===== config.mk =====
export PLATFORM = sky130hd
export DESIGN_NAME = pe16_slice_unloader_flat
export DESIGN_NICKNAME = d
export VERILOG_FILES = /design/src/rtl/pe16_slice_unloader_if.sv /design/src/rtl/pe16_slice_unloader.sv /design/src/flat_wrapper.sv
export SDC_FILE = /design/constraint.sdc
export NUM_CORES = 1
export LEC_CHECK = 0
export BUFFER_PORTS_ARGS = -buffer_cell sky130_fd_sc_hd__buf_2
export CORE_MARGIN = 3
export CORE_UTILIZATION = 58
export CTS_CLUSTER_SIZE = 16
export DETAILED_ROUTE_END_ITERATION = 16
export GPL_TIMING_DRIVEN = 0
export PLACE_DENSITY = 0.75
export SLEW_MARGIN = 5
export SYNTH_ARGS = -nofsm -noshare
export SYNTH_HDL_FRONTEND = slang
export SYNTH_SLANG_ARGS = --single-unit
export TNS_END_PERCENT = 50

===== constraint.sdc =====
create_clock -name clk -period 3.1 [get_ports clk]
set_input_delay 0.31 -clock clk [delete_from_list [all_inputs] [get_ports clk]]
set_output_delay 0.31 -clock clk [all_outputs]
set_load 0.005 [all_outputs]

===== src/rtl/pe16_slice_unloader_if.sv =====
// Host-side bundle for pe16_slice_unloader: PE BRAM port A plus the lane-word output stream.
interface pe16_slice_unloader_if #(
    parameter int MAX_WORD_LENGTH = 32,
    parameter int ADDR_W          = 10
);
    // PE BRAM port A
    logic              external;
    logic              wea;
    logic [ADDR_W-1:0] addra;
    logic [15:0]       douta;

    // lane-word stream
    logic                       m_valid;
    logic                       m_ready;
    logic [MAX_WORD_LENGTH-1:0] m_data;
    logic [3:0]                 m_lane;
    logic                       m_last;

    modport master (
        output external, wea, addra, m_valid, m_data, m_lane, m_last,
        input  douta, m_ready
    );

    modport slave (
        input  external, wea, addra, m_valid, m_data, m_lane, m_last,
        output douta, m_ready
    );
endinterface


===== src/rtl/pe16_slice_unloader.sv =====
// Fetches L bit-slice rows from the PE BRAM, transposes them into 16 lane words and streams them out.
// Define SIGNED_UNLOAD_EN to sign-extend bits >= L_eff of each word instead of zero-filling them.

// One lane's word buffer: bit cap_idx is loaded from this lane's douta bit on each captured row.
module pe16_slice_unloader_lane #(
    parameter int W  = 32,
    parameter int IW = $clog2(W)
) (
    input  logic          clk,
    input  logic          reset,
    input  logic          cap_en,
    input  logic [IW-1:0] cap_idx,
    input  logic          din,
    output logic [W-1:0]  word
);
    always_ff @(posedge clk) begin
        if (reset)       word          <= '0;
        else if (cap_en) word[cap_idx] <= din;
    end
endmodule

module pe16_slice_unloader #(
    parameter int MAX_WORD_LENGTH = 32,
    parameter int ADDR_W          = 10,
    parameter int RD_LAT          = 1
) (
    input  logic                 clk,
    input  logic                 reset,
    input  logic                 start,
    input  logic [ADDR_W-1:0]    base_addr,
    input  logic [5:0]           length,
    output logic                 busy,
    output logic                 done,
    pe16_slice_unloader_if.master bus
);
    localparam int LW = $clog2(MAX_WORD_LENGTH + 1);
    localparam int IW = $clog2(MAX_WORD_LENGTH);
    localparam int NUM_LANES = 16;

    typedef enum logic [1:0] {IDLE, FETCH, DRAIN} state_t;

    state_t                 state, state_nxt;
    logic [ADDR_W-1:0]      base_q;
    logic [ADDR_W-1:0]      addr_q;
    logic [LW-1:0]          len_in, len_q, len_m1;
    logic [LW-1:0]          iss_cnt, cap_cnt;
    logic [RD_LAT:0]        vld_pipe;
    logic [3:0]             lane_q;
    logic                   done_q;
    logic                   accept, issue, cap_en, last_cap, beat, fin;
    logic [NUM_LANES-1:0][MAX_WORD_LENGTH-1:0] lane_word;
    logic [MAX_WORD_LENGTH-1:0] mask, word_out;

    always_comb begin
        len_in = (int'(length) > MAX_WORD_LENGTH) ? LW'(MAX_WORD_LENGTH) : LW'(length);
    end

    assign accept   = (state == IDLE) && start;
    // Row 0 goes out on the accepting edge so the pipeline starts without a bubble.
    assign issue    = (accept && (len_in != '0)) || ((state == FETCH) && (iss_cnt < len_q));
    // vld_pipe[RD_LAT] marks the cycle the issued row is present on douta.
    assign cap_en   = (state == FETCH) && vld_pipe[RD_LAT];
    assign len_m1   = len_q - LW'(1);
    assign last_cap = cap_en && (cap_cnt == len_m1);
    assign beat     = (state == DRAIN) && bus.m_ready;
    assign fin      = beat && (lane_q == 4'd15);

    always_ff @(posedge clk) begin
        if (reset) state <= IDLE;
        else       state <= state_nxt;
    end

    always_comb begin
        state_nxt = state;
        case (state)
            IDLE:  if (start) state_nxt = FETCH;
            FETCH: begin
                if (len_q == '0)   state_nxt = IDLE;
                else if (last_cap) state_nxt = DRAIN;
            end
            DRAIN: if (fin) state_nxt = IDLE;
            default: state_nxt = IDLE;
        endcase
    end

    always_ff @(posedge clk) begin
        if (reset) begin
            base_q   <= '0;
            addr_q   <= '0;
            len_q    <= '0;
            iss_cnt  <= '0;
            cap_cnt  <= '0;
            vld_pipe <= '0;
            lane_q   <= '0;
            done_q   <= 1'b0;
        end else begin
            done_q   <= ((state == FETCH) && (len_q == '0)) || fin;
            vld_pipe <= {vld_pipe[RD_LAT-1:0], issue};
            if (accept) begin
                base_q  <= base_addr;
                len_q   <= len_in;
                cap_cnt <= '0;
                lane_q  <= '0;
                iss_cnt <= (len_in != '0) ? LW'(1) : '0;
                if (len_in != '0) addr_q <= base_addr;
            end else if (state == FETCH) begin
                if (issue) begin
                    addr_q  <= base_q + ADDR_W'(iss_cnt);
                    iss_cnt <= iss_cnt + LW'(1);
                end
                if (cap_en) cap_cnt <= cap_cnt + LW'(1);
            end else if (beat) begin
                lane_q <= lane_q + 4'd1;
            end
        end
    end

    for (genvar g = 0; g < NUM_LANES; g++) begin : g_lane
        pe16_slice_unloader_lane #(.W(MAX_WORD_LENGTH), .IW(IW)) u_lane (
            .clk     (clk),
            .reset   (reset),
            .cap_en  (cap_en),
            .cap_idx (cap_cnt[IW-1:0]),
            .din     (bus.douta[g]),
            .word    (lane_word[g])
        );
    end

    // Buffer bits above L_eff may hold rows from an earlier, longer unload; mask them off.
    always_comb begin
        mask = '0;
        for (int b = 0; b < MAX_WORD_LENGTH; b++) mask[b] = (b < int'(len_q));
        word_out = lane_word[lane_q] & mask;
`ifdef SIGNED_UNLOAD_EN
        if ((len_q != '0) && lane_word[lane_q][IW'(len_m1)]) word_out = word_out | ~mask;
`endif
    end

    assign busy         = (state != IDLE);
    assign done         = done_q;
    assign bus.external = busy;
    assign bus.wea      = 1'b0;
    assign bus.addra    = addr_q;
    assign bus.m_valid  = (state == DRAIN);
    assign bus.m_lane   = lane_q;
    assign bus.m_last   = (state == DRAIN) && (lane_q == 4'd15);
    assign bus.m_data   = word_out;
endmodule


===== src/flat_wrapper.sv =====
// flat-port wrapper written by rule: the top's interface ports become plain ports
module pe16_slice_unloader_flat 
#(
    parameter int MAX_WORD_LENGTH = 32,
    parameter int ADDR_W          = 10,
    parameter int RD_LAT          = 1
)
  (clk, reset, start, base_addr, length, busy, done, bus_external, bus_wea, bus_addra, bus_m_valid, bus_m_data, bus_m_lane, bus_m_last, bus_douta, bus_m_ready);
  pe16_slice_unloader_if #(.MAX_WORD_LENGTH(MAX_WORD_LENGTH), .ADDR_W(ADDR_W)) bus_i ();
  input  logic clk;
  input  logic reset;
  input  logic start;
  input  logic [ADDR_W-1:0] base_addr;
  input  logic [5:0] length;
  output logic busy;
  output logic done;
  output wire logic [$bits(bus_i.external)-1:0] bus_external;
  output wire logic [$bits(bus_i.wea)-1:0] bus_wea;
  output wire logic [$bits(bus_i.addra)-1:0] bus_addra;
  output wire logic [$bits(bus_i.m_valid)-1:0] bus_m_valid;
  output wire logic [$bits(bus_i.m_data)-1:0] bus_m_data;
  output wire logic [$bits(bus_i.m_lane)-1:0] bus_m_lane;
  output wire logic [$bits(bus_i.m_last)-1:0] bus_m_last;
  input wire logic [$bits(bus_i.douta)-1:0] bus_douta;
  input wire logic [$bits(bus_i.m_ready)-1:0] bus_m_ready;
  assign bus_external = bus_i.external;
  assign bus_wea = bus_i.wea;
  assign bus_addra = bus_i.addra;
  assign bus_m_valid = bus_i.m_valid;
  assign bus_m_data = bus_i.m_data;
  assign bus_m_lane = bus_i.m_lane;
  assign bus_m_last = bus_i.m_last;
  assign bus_i.douta = bus_douta;
  assign bus_i.m_ready = bus_m_ready;
  pe16_slice_unloader #(.MAX_WORD_LENGTH(MAX_WORD_LENGTH), .ADDR_W(ADDR_W), .RD_LAT(RD_LAT)) u_core (.clk(clk), .reset(reset), .start(start), .base_addr(base_addr), .length(length), .busy(busy), .done(done), .bus(bus_i));
endmodule

# [Yosys cells after proc, flatten, opt, wreduce, memory -nomap -nowiden]
# Index checks and enable logic that the tools add are counted.
[word_totals] reg_bits=559 inputBits=36
[op_classes] addsub=5 order_cmp=37 eq_ne=8 muxes=34 bitwise=2 reduce_logical=24
[op_table] operator="$bwmux 32" n=16
[op_table] operator="$bmux 32 s4" n=1
[op_table] operator="$lt 5x6->1 const A" n=16
[op_table] operator="$lt 4x6->1 const A" n=8
[op_table] operator="$mux 10" n=4
[op_table] operator="$and 32x32->32" n=1
[op_table] operator="$mux 32" n=1
[op_table] operator="$lt 3x6->1 const A" n=4
[op_table] operator="$mux 6" n=4
[op_table] operator="$add 6x1->6 const B" n=2
[op_table] operator="$lt 1x6->1 const A" n=2
[op_table] operator="$lt 2x6->1 const A" n=2
[op_table] operator="$add 10x6->10" n=1
[op_table] operator="$logic_and 1x1->1" n=10
[op_table] operator="$mux 2" n=4
[op_table] operator="$eq 6x6->1" n=1
[op_table] operator="$gt 6x6->1 const B" n=1
[op_table] operator="$logic_not 6->1" n=1
[op_table] operator="$lt 5x6->1 const B" n=1
[op_table] operator="$lt 6x6->1" n=1
[op_table] operator="$pmux 2 s3" n=1
[op_table] operator="$reduce_and 2->1" n=3
[op_table] operator="$reduce_and 3->1" n=2
[op_table] operator="$reduce_bool 2->1" n=3
[op_table] operator="17 further kinds" n=20

# [Logic depth before layout (Yosys ltp)]
# Gate-level depths: netlist of the first run.
[depth] depth_word=8 depth_mapped=10

# [Modules after synthesis]
# Synthesis of the first run repeated with hierarchy kept, for this count alone.
[hier_totals] cells_unflattened=2978 hier_area_um2=29945.0
[by_module_without_submodules] module="pe16_slice_unloader_lane" instances=16 cells_per_inst=150 area_per_inst_um2=1445.1 seq_area_each_um2=640.6
[by_module_without_submodules] module="pe16_slice_unloader" instances=1 cells_per_inst=578 area_per_inst_um2=6822.8 seq_area_each_um2=940.9

# [Worst setup path after synthesis of the first run]
# OpenSTA, ideal clock, no wires.
[synth_timing] path_type="register to register" start="reg u_core.len_q[3]" end="reg u_core.iss_cnt[5]" setup_ps=128 t_arrival_ps=2328 required_time_ps=2972 setup_slack_ps=644 path_stages_with_launch=10 path_cell_list="dfxtp_1 -> clkbuf_1 -> clkbuf_1 -> inv_1 -> ha_1 -> a211oi_1 -> o211ai_4 -> a2111oi_2 -> xnor2_1 -> nor2_1"
[synth_via] elab_chain_len=5
[synth_lines] item="from (decl)" line_no="pe16_slice_unloader.sv:45" rtl="logic [LW-1:0] len_in, len_q, len_m1;"
[synth_lines] item="from (signal assigned)" line_no="pe16_slice_unloader.sv:101" rtl="len_q <= len_in;"
[synth_lines] item="$lt 6x6->1" line_no="pe16_slice_unloader.sv:60" rtl="assign issue = (accept && (len_in != '0)) || ((state == FETCH) && (iss_cnt < len_q));"
[synth_lines] item="$logic_and 1x1->1" line_no="pe16_slice_unloader.sv:60"
[synth_lines] item="$logic_or 1x1->1" line_no="pe16_slice_unloader.sv:60"
[synth_lines] item="$reduce_bool 2->1 (no source line)"
[synth_lines] item="$reduce_and 2->1 (no source line)"
[synth_lines] item="to (signal assigned)" line_no="pe16_slice_unloader.sv:104" rtl="iss_cnt <= (len_in != '0) ? LW'(1) : '0;"
[synth_lines] item="to (signal assigned)" line_no="pe16_slice_unloader.sv:109" rtl="iss_cnt <= iss_cnt + LW'(1);"
[synth_lines] item="to (decl)" line_no="pe16_slice_unloader.sv:46" rtl="logic [LW-1:0] iss_cnt, cap_cnt;"
# No other way between the ends.
# A chain may end at the register's enable or synchronous reset.

# [Final worst setup path of the first run]
[layout_timing] start="reg u_core.lane_q[3] (netlist: u_core.bus.m_lane[3])" end="out bus_m_data[24]"
[layout_via] elab_chain_len=3
[layout_lines] item="from (decl)" line_no="pe16_slice_unloader.sv:48" rtl="logic [3:0] lane_q;"
[layout_lines] item="from (signal assigned)" line_no="pe16_slice_unloader.sv:113" rtl="lane_q <= lane_q + 4'd1;"
[layout_lines] item="$bmux 32 s4" line_no="pe16_slice_unloader.sv:133" rtl="word_out = lane_word[lane_q] & mask;"
[layout_lines] item="$mux 32 (not written as such)" line_no="pe16_slice_unloader.sv:133"
[layout_lines] item="$and 32x32->32" line_no="pe16_slice_unloader.sv:133"
[layout_lines] item="to (decl)" line_no="flat_wrapper.sv:21" rtl="output wire logic [$bits(bus_i.m_data)-1:0] bus_m_data;"
# No other way between the ends. The select of a mux whose other input is x is not followed.

==> results list, run 1 <==
* Total via count in the routed design: approximately 25000
- The finished layout holds between 3000 and 4000 standard cells, fillers aside.
- Counting flops with an async set or reset pin after synthesis yields a share of 0%.
- A synthesized cell averages roughly 8.4 um2.
* Wire length per cell after detailed routing: approximately 26 um
- Leak Pwr: 9.40 nW
- The number of nets handed over by synthesis was between 3000 and 4000.
- Final worst path period need: 3.16 ns
- Of all cell types, the one taking the most synthesized area is sky130_fd_sc_hd__dfxtp_1.
- Sequential cells account for a little under half of the total power.
- The synthesized design devotes to its leading area cell type 44.8% of total area.
* Antenna violations before repair: 2
* Per-cell via count in the routed design: 6.57
- The min-delay analysis places its worst path in the category input port to flop.
- The number of hold violations in the final report came to 0.
* Number of enable-type register cells in the synthesized netlist: 0
* Count of clock tree sinks: ~560
* Net switching share of the total power: a little under a quarter
* GRT Overall Usage: 42.6%
- Top-level port count: a little under 90
- Max-cap violation count: 0
- Setup repair after global routing could not meet its margin everywhere.
* Max Freq: 0.316 GHz
- After floorplanning, the core was divided into between 70 and 80 placement rows.
* Final RePlAce weighted congestion: ~1.0
- Once the floorplan was initialized, standard cells occupied 59.2% of the core.
- The startpoint identified for the worst register-to-register timing path is u_core.len_q[5]$_SDFFE_PP0P_.
- Path type of the worst setup path: flop to output port
- The number of clock buffers added by TritonCTS is 57.
- In this run, placement finished with an instance count of 3610.
* Psw: between 3 and 4 mW
* DRC violation count after routing: 0
- In this run, the number of DRC markers left after iteration 0 of detailed routing was between 3000 and 4000.
- In this run the tightest slew margin relative to its limit is between 15 and 20%.
- Seq cells post-synth: ~560
- At the later pin of the worst-skew pair, clock insertion delay measures between 0.6 and 0.7 ns.
- The die covers 45600 um2.
- Total Wirelength: 98900 um
- After global routing the overflow that remains totals 0.
- Final worst path period share: 102%
- The most critical setup path has its endpoint at bus_m_data[24].
- Relative contribution of the clock network to total power: between 40 and 50%
- The cell sitting at the root of the clock tree is a sky130_fd_sc_hd__clkbuf_16.
- Number of warnings printed during yosys synthesis: 0
- Number of search-and-repair iterations in the first detailed-routing pass: 6
* Die Width: around 210 um
* Violated checks: setup timing
* Maximum number of pins on one net before global-route repair: 15
- STA puts the critical path data required time at about 2.8 ns.
* Cells traversed along the worst timing path: clkbuf_2 > clkbuf_2 > a21oi_1 > a211oi_1 > buf_2
- Reg-to-reg setup timing slack: roughly 0.13 ns
- Internal power contribution: roughly 12 mW
- Measured along the y axis, the die boundary spans 214 um.
* Result of the run: finished, violations left
* R2R cell count: 9
* TritonCTS clock tree: yes
* Worst-case clock buffer depth: 3
* Total of endpoints with negative setup slack in the final report: 7
- Post-route clock skew: roughly 0.018 ns
- The endpoint identified for the worst register-to-register timing path is u_core.bus.addra[2]$_SDFFE_PP0P_.
* Beginning of the critical path: u_core.bus.m_lane[3]$_SDFFE_PP0P_
- Sequential element share of the synthesized area: around 45%
- Summed over all nets, the half-perimeter wirelength after detailed placement is 65600 um.
- Along the worst path, the maximum fanout reaches 10.
- By instance count, the cell type seen most on the critical path is sky130_fd_sc_hd__clkbuf_2.
- Worst-margin pin slew: 1.24 ns
- Clock-pin slew was measured on the worst setup and hold paths at 0.06 ns.
- Number of global-route vias before repair: roughly 23000
- The worst setup path is captured at an output port.
- Share of cells above drive strength 1: 15.3%
* IR Drop Worst-Case VDD: 480 uV
- Setup slack on the critical path of the routed design comes to -0.0612 ns.
- The synthesized netlist occupies a cell area of 25000 um2.
- Input and output buffers added on the ports amount to 85.
* Part of the total power dissipated in combinational logic: roughly 5.3%
- Clock H-tree levels: 2
* Core area: about 42000 um2
- The number of pins exceeding their max-slew limit in the final report came to 0.
* Largest cells by area after synthesis: sky130_fd_sc_hd__dfxtp_1, sky130_fd_sc_hd__nand2_1, sky130_fd_sc_hd__mux4_2, sky130_fd_sc_hd__a21oi_1, sky130_fd_sc_hd__clkbuf_1
- Slowest cell on the critical path: sky130_fd_sc_hd__clkbuf_2
- In the final design database the tool counted 3209 nets.
* Power density over the cells: about 550 nW/um2
* Startpoint Class: flop
- From synthesis to final layout, the design area changed by 15.8%.
- Cell count after synthesis: between 2000 and 3000
* DP Worst Slack: -0.873 ns
- Global-route wire length before repair: between 100000 and 150000 um
- For this run, the leading register cell type out of synthesis is sky130_fd_sc_hd__dfxtp_1.
* Largest incremental delay on the critical path: roughly 0.54 ns
- The count of nets left with antenna violations once routing finished came out at 0.
- Crit path DAT: ~2.9 ns
- Distinct cell type count after synthesis: 61
==> flip-flops by register name, indices dropped and copies added (netlist names) <==
name	flops
u_core.done	1
u_core.bus.addra	10
u_core.len_q	6
u_core.bus.m_lane	4
u_core.vld_pipe	2
u_core.base_q	10
u_core.state	2
u_core.iss_cnt	6
u_core.g_lane.u_lane.word	512
u_core.cap_cnt	6
==> cell usage after synthesis, drive strengths merged, types with 6 or more instances <==
master	instances
nand3	13
clkbuf	186
nand2	1036
mux2i	36
nor3	9
and2	6
inv	16
mux4	128
o21ai	80
ha	20
a221oi	12
nand3b	7
a21oi	547
xor2	6
a211oi	51
nor2	75
buf	76
nor3b	8
a2111oi	8
xnor2	14
dfxtp	559
nor2b	33
==> power by group through the flow <==
| stage | Combinational (mW) | Sequential [mW] | Clock [mW] |
|---|---|---|---|
| 4_1_cts | 0.792 | 7.24 | 7.81 |
| 5_1_grt | 0.846 | 7.25 | 8.09 |
| 3_3_place_gp | 0.752 | 7.40 | 0 |
| 3_5_place_dp | 0.764 | 7.40 | 0 |
| 6_report | 0.852 | 7.25 | 7.88 |
| 2_1_floorplan | 0.361 | 7.40 | 0 |
==> cell type report <==
cell class | instances | area, um2
fillers | 3352 | 13300
multi-input cells | 2148 | 12700
flip-flops and latches | 559 | 11200
clock buffers | 80 | 1730
plain buffers | 259 | 1450
well taps | 539 | 674
repair buffers | 111 | 653
clock inverters | 28 | 434
inverters | 16 | 60.1
diodes | 2 | 5.00
==> routing by layer <==
| metal | share of wire, % | track usage, % |
|---|---|---|
| met5 | 0.029 | 0 |
| met2 | 42 | 63.5 |
| met3 | 14 | 12.1 |
| met4 | 8.3 | 29.8 |
| met1 | 35 | 53.7 |
==> layout by cell type (no fill, tap or decap), types with 10 or more instances in the layout <==
cell type	synthesis	routed
sky130_fd_sc_hd__ha_1	20	19
sky130_fd_sc_hd__buf_2	47	124
sky130_fd_sc_hd__buf_4	26	28
sky130_fd_sc_hd__dlygate4sd3_1	0	14
sky130_fd_sc_hd__nor2_1	68	64
sky130_fd_sc_hd__inv_1	16	15
sky130_fd_sc_hd__clkbuf_4	0	10
sky130_fd_sc_hd__mux4_2	128	128
sky130_fd_sc_hd__mux2i_1	36	32
sky130_fd_sc_hd__a211oi_1	51	41
sky130_fd_sc_hd__clkbuf_2	0	10
sky130_fd_sc_hd__a211oi_2	0	10
sky130_fd_sc_hd__clkbuf_16	0	59
sky130_fd_sc_hd__a21oi_1	547	546
sky130_fd_sc_hd__xnor2_1	14	14
sky130_fd_sc_hd__clkinv_2	0	11
sky130_fd_sc_hd__nor2b_1	33	33
sky130_fd_sc_hd__clkbuf_1	186	160
sky130_fd_sc_hd__bufinv_16	0	11
sky130_fd_sc_hd__nand2_1	1033	1033
sky130_fd_sc_hd__dfxtp_1	559	558
sky130_fd_sc_hd__nand3_1	12	12
sky130_fd_sc_hd__clkbuf_8	0	23
sky130_fd_sc_hd__o21ai_0	80	80
==> cell families (layout without fill, tap and decap cells) <==
kind of cell             after synthesis  after routing  share of synthesized area [%]
flip-flops                           559            559                           44.8
XOR/XNOR                              20             20                          0.701
AO/OA/AOI/OAI                        727            727                           15.9
AND/OR/NAND/NOR                     1212           1212                           19.5
other                                  1              3                         0.0150
adder cells (fa/ha/maj)               21             21                           1.08
multiplexers                         167            167                           13.1
buffers and inverters                278            494                           4.86
==> worst min-delay path by stage <==
stage | start | slack (ns) | to | cells past startpoint
6_report | bus_douta[14] | 0.02 | u_core.g_lane[14].u_lane.word[0]$_SDFFE_PP0P_ | 3
3_3_place_gp | u_core.vld_pipe[0]$_SDFF_PP0_ | 0.43 | u_core.vld_pipe[1]$_SDFF_PP0_ | 1
3_5_place_dp | u_core.vld_pipe[0]$_SDFF_PP0_ | 0.43 | u_core.vld_pipe[1]$_SDFF_PP0_ | 1
4_1_cts | bus_douta[14] | 0.00005 | u_core.g_lane[14].u_lane.word[0]$_SDFFE_PP0P_ | 3
2_1_floorplan | u_core.vld_pipe[0]$_SDFF_PP0_ | 0.41 | u_core.vld_pipe[1]$_SDFF_PP0_ | 1
5_1_grt | bus_douta[9] | 0.02 | u_core.g_lane[9].u_lane.word[31]$_SDFFE_PP0P_ | 3
==> stage by stage <==
stage | setup TNS (ns) | cell area, um2 | total power [mW] | util, % | hold WS (ns)
4_1_cts | -0.155 | 28800 | 15.8 | 68.3 | 0.0000461
5_1_grt | -0.0108 | 28900 | 16.2 | 68.5 | 0.0174
3_3_place_gp | -17.44 | 26100 | 8.16 | 61.8 | 0.435
2_1_floorplan | 0 | 25000 | 7.76 | - | 0.414
3_5_place_dp | -19.83 | 26100 | 8.17 | 61.8 | 0.431
6_report | -0.208 | 28900 | 16.0 | 68.5 | 0.0171
==> worst max-delay path: cells and delay by family (launching register included) <==
family          cells  cell delay, ns
flops               1            0.52
buf+inv             3            1.11
compound gates      2            0.60
==> what timing repair did <==
item | CTS | global route
endpoints found under the hold margin | 18 | 0
hold buffers | 14 | 0
setup buffers | 6 | 5
pin swaps | 1 | 1
endpoints found under the setup margin | 46 | 37
resized for setup | 122 | 25
Power figures use the tool's default switching activity.
==> run 2: changes to the inputs <==
--- a/config.mk
+++ b/config.mk
@@ -6,12 +6,14 @@
 export NUM_CORES = 1
 export LEC_CHECK = 0
 export BUFFER_PORTS_ARGS = -buffer_cell sky130_fd_sc_hd__buf_2
+export CELL_PAD_IN_SITES_DETAIL_PLACEMENT = 0
+export CELL_PAD_IN_SITES_GLOBAL_PLACEMENT = 1
 export CORE_MARGIN = 3
-export CORE_UTILIZATION = 58
+export CORE_UTILIZATION = 47
 export CTS_CLUSTER_SIZE = 16
 export DETAILED_ROUTE_END_ITERATION = 16
 export GPL_TIMING_DRIVEN = 0
-export PLACE_DENSITY = 0.75
+export PLACE_DENSITY_LB_ADDON = 0.1
 export SLEW_MARGIN = 5
 export SYNTH_ARGS = -nofsm -noshare
 export SYNTH_HDL_FRONTEND = slang
==> results list, run 2 (same netlist as run 1, synthesis figures left out) <==
- The clock network burns a little under half of the power.
- Max-cap violations in this run came to 0.
* Most common library cell in the layout ignoring fill and taps: sky130_fd_sc_hd__nand2_1
- Antenna violations before repair: 3
* Slowest cell on the critical path: sky130_fd_sc_hd__clkbuf_1
- Clock tree root driver cell: sky130_fd_sc_hd__clkbuf_16
- Total placed instance area: 26300 um2
- Summing over every cut layer, the via total after detailed routing is ~24000.
- In the final timing run, aggregate negative setup slack is -0.0163 ns.
* Cells traversed along the worst timing path: clkbuf_1 > a211oi_1 > a221oi_1 > buf_2
- Global-route wire length before repair: 150000 um
- The analysis attributes to cell leakage a power of roughly 9.4 nW.
- Setup repair after global routing could not meet its margin everywhere.
- Maximum number of pins on one net before global-route repair: 16
* Total Wirelength: 105000 um
- Timing analysis after detailed placement gives a worst setup slack of -1.24 ns.
- Number of global-route vias before repair: approximately 22000
- Clock slew at the register clock pins of the worst setup and hold paths: ~0.07 ns
- Path type of the worst setup path: flop to output port
- Ranked by flip-flop count, first place goes to u_core.g_lane.u_lane.word.
- Counting both buffers and inverters, the worst setup path holds a total of 2.
- Required time at the endpoint of the critical path: around 2.8 ns
- Final Hold Vio Count: 0
- Final standard cell utilization of the core: 56.1%
* Remaining antenna violation count after routing: 0
* Final worst path period share: 101%
* Clock H-tree levels: 2
- Filler Cells Inserted: ~5000
- Count of buffers inserted at the top-level ports: between 80 and 90
* Max Freq: roughly 0.32 GHz
* Power density over the cells: approximately 540 nW/um2
- The register with the most flip-flops in the layout has between 500 and 600 of them.
- Across the VDD grid, the largest voltage drop is around 400 uV.
- Global routing finished with a remaining overflow of 0.
* Worst-margin pin slew: around 1.3 ns
* DRC violation count after routing: 0
- The post-route netlist has between 10% and 20% of its cells at a drive strength greater than 1.
* Final RePlAce weighted congestion: around 0.94
- Total half-perimeter wirelength after legalization and detailed placement: 70600 um
* DIE HEIGHT: about 240 um
* Total power consumption of the routed design: approximately 16 mW
- Max-slew violation count: 0
* Die Outline Area: 56000 um2
- For this run, the detailed router's first-pass iteration total came to 6.
- CP max FO: 10
* Area growth, synth to finish: 16.6%
- Final worst path period need: ~3.1 ns
- Cell family with most CP delay: buffers and inverters
- Between clock sinks in the finished design, the worst skew comes to between 0.015 and 0.02 ns.
- Psw: around 3.8 mW
* Endpoint class of the critical path: output port
* Most frequent cells in the layout: sky130_fd_sc_hd__nand2_1, sky130_fd_sc_hd__dfxtp_1, sky130_fd_sc_hd__a21oi_1
* Top-level port count: 88
* Per-cell via count in the routed design: between 6 and 7
- Effective utilization at floorplan: 48.1%
- Final cell area excluding filler cells: approximately 29000 um2
- Net switching is 24.6% of the power.
- Core area: about 52000 um2
* Die Width: 237 um
* Violated checks: setup timing
* Result of the run: finished, violations left
* Number of placement rows: 83
* GRT Overall Usage: 36.2%
- The final layout contains ~3200 nets.
- Total of endpoints with negative setup slack in the final report: 1
- Violation count after the first detailed-routing iteration: ~2900
* Internal power contribution: approximately 12 mW
- Worst-case clock buffer depth: 3
* Class of the tightest hold or removal check: input port to flop
- Crit path DAT: roughly 2.8 ns
- TritonCTS clock tree: yes
* Wire length per cell after detailed routing: 27.1 um
- The later pin in the worst-skew pair is clocked with a latency of 0.64 ns.
* Sequential fraction of design power: 46.5%
* Clock buffers created by TritonCTS: 60
- Largest incremental delay on the critical path: approximately 0.9 ns
* Post-route setup slack: -0.0163 ns
- In this run the tightest slew margin relative to its limit is around 15%.
- Startpoint Class: flop
* Count of clock tree sinks: between 500 and 600
- Part of the total power dissipated in combinational logic: about 5.6%
## run 2: repair_timing
action	4_1_cts	5_1_grt
gates cloned	1	0
setup endpoints to repair	47	26
pin swaps	2	2
endpoints found under the hold margin	25	0
setup buffers	10	0
resized for setup	139	23
hold buffers	19	0
## run 2: layout make-up
type	instances	area, um2	area share, %
multi-input combinational	2148	12800	43.8
sequential	559	11200	38.4
clock buffer	89	1780	6.12
buffer	260	1490	5.13
tap	680	851	2.92
timing repair buffer	116	741	2.54
clock inverter	21	250	0.859
inverter	16	63.8	0.219
antenna	1	2.50	0.00859
## run 2: per-layer routing
metal / track usage (%) / up-vias / routed length (um)
met1: 47.9 / 11500 / 41600
met2: 55.7 / 1443 / 46400
li1: - / 10500 / -
met4: 18.9 / 4 / 6050
met5: 0 / - / 30
met3: 8.12 / 335 / 11300
## run 2: power by group through the flow
stage | logic, mW | clock network, mW | registers [mW]
2_1_floorplan | 0.361 | 0 | 7.40
3_3_place_gp | 0.803 | 0 | 7.40
3_5_place_dp | 0.809 | 0 | 7.40
4_1_cts | 0.843 | 7.49 | 7.24
5_1_grt | 0.885 | 7.76 | 7.25
6_report | 0.875 | 7.48 | 7.25
## run 2: worst min-delay path: cells and delay by family
family	cells	cell delay, ns
AOI/OAI and AO/OA	1	0.08
buffers and inverters	1	0.12
and+or+nand+nor	1	0.11
## run 2: stage by stage
step           std cells  hold WS [ns]
4_1_cts             3890       0.00435
2_1_floorplan       2985         0.414
6_report            3890        0.0347
3_5_place_dp        3751         0.432
3_3_place_gp        3750         0.435
5_1_grt             3889        0.0246
## run 2: final timing paths
| check | startpoint | endpoint | slack, ns | depth (start not counted) |
|---|---|---|---|---|
| hold / removal | length[2] | u_core.len_q[2]$_SDFFE_PP0P_ | 0.03 | 3 |
| setup reg to reg | u_core.len_q[5]$_SDFFE_PP0P_ | u_core.bus.addra[2]$_SDFFE_PP0P_ | 0.16 | 9 |
| hold reg to reg | u_core.vld_pipe[0]$_SDFF_PP0_ | u_core.vld_pipe[1]$_SDFF_PP0_ | 0.45 | 1 |
| setup / recovery | u_core.bus.m_lane[3]$_SDFFE_PP0P_ | bus_m_data[12] | -0.02 | 4 |
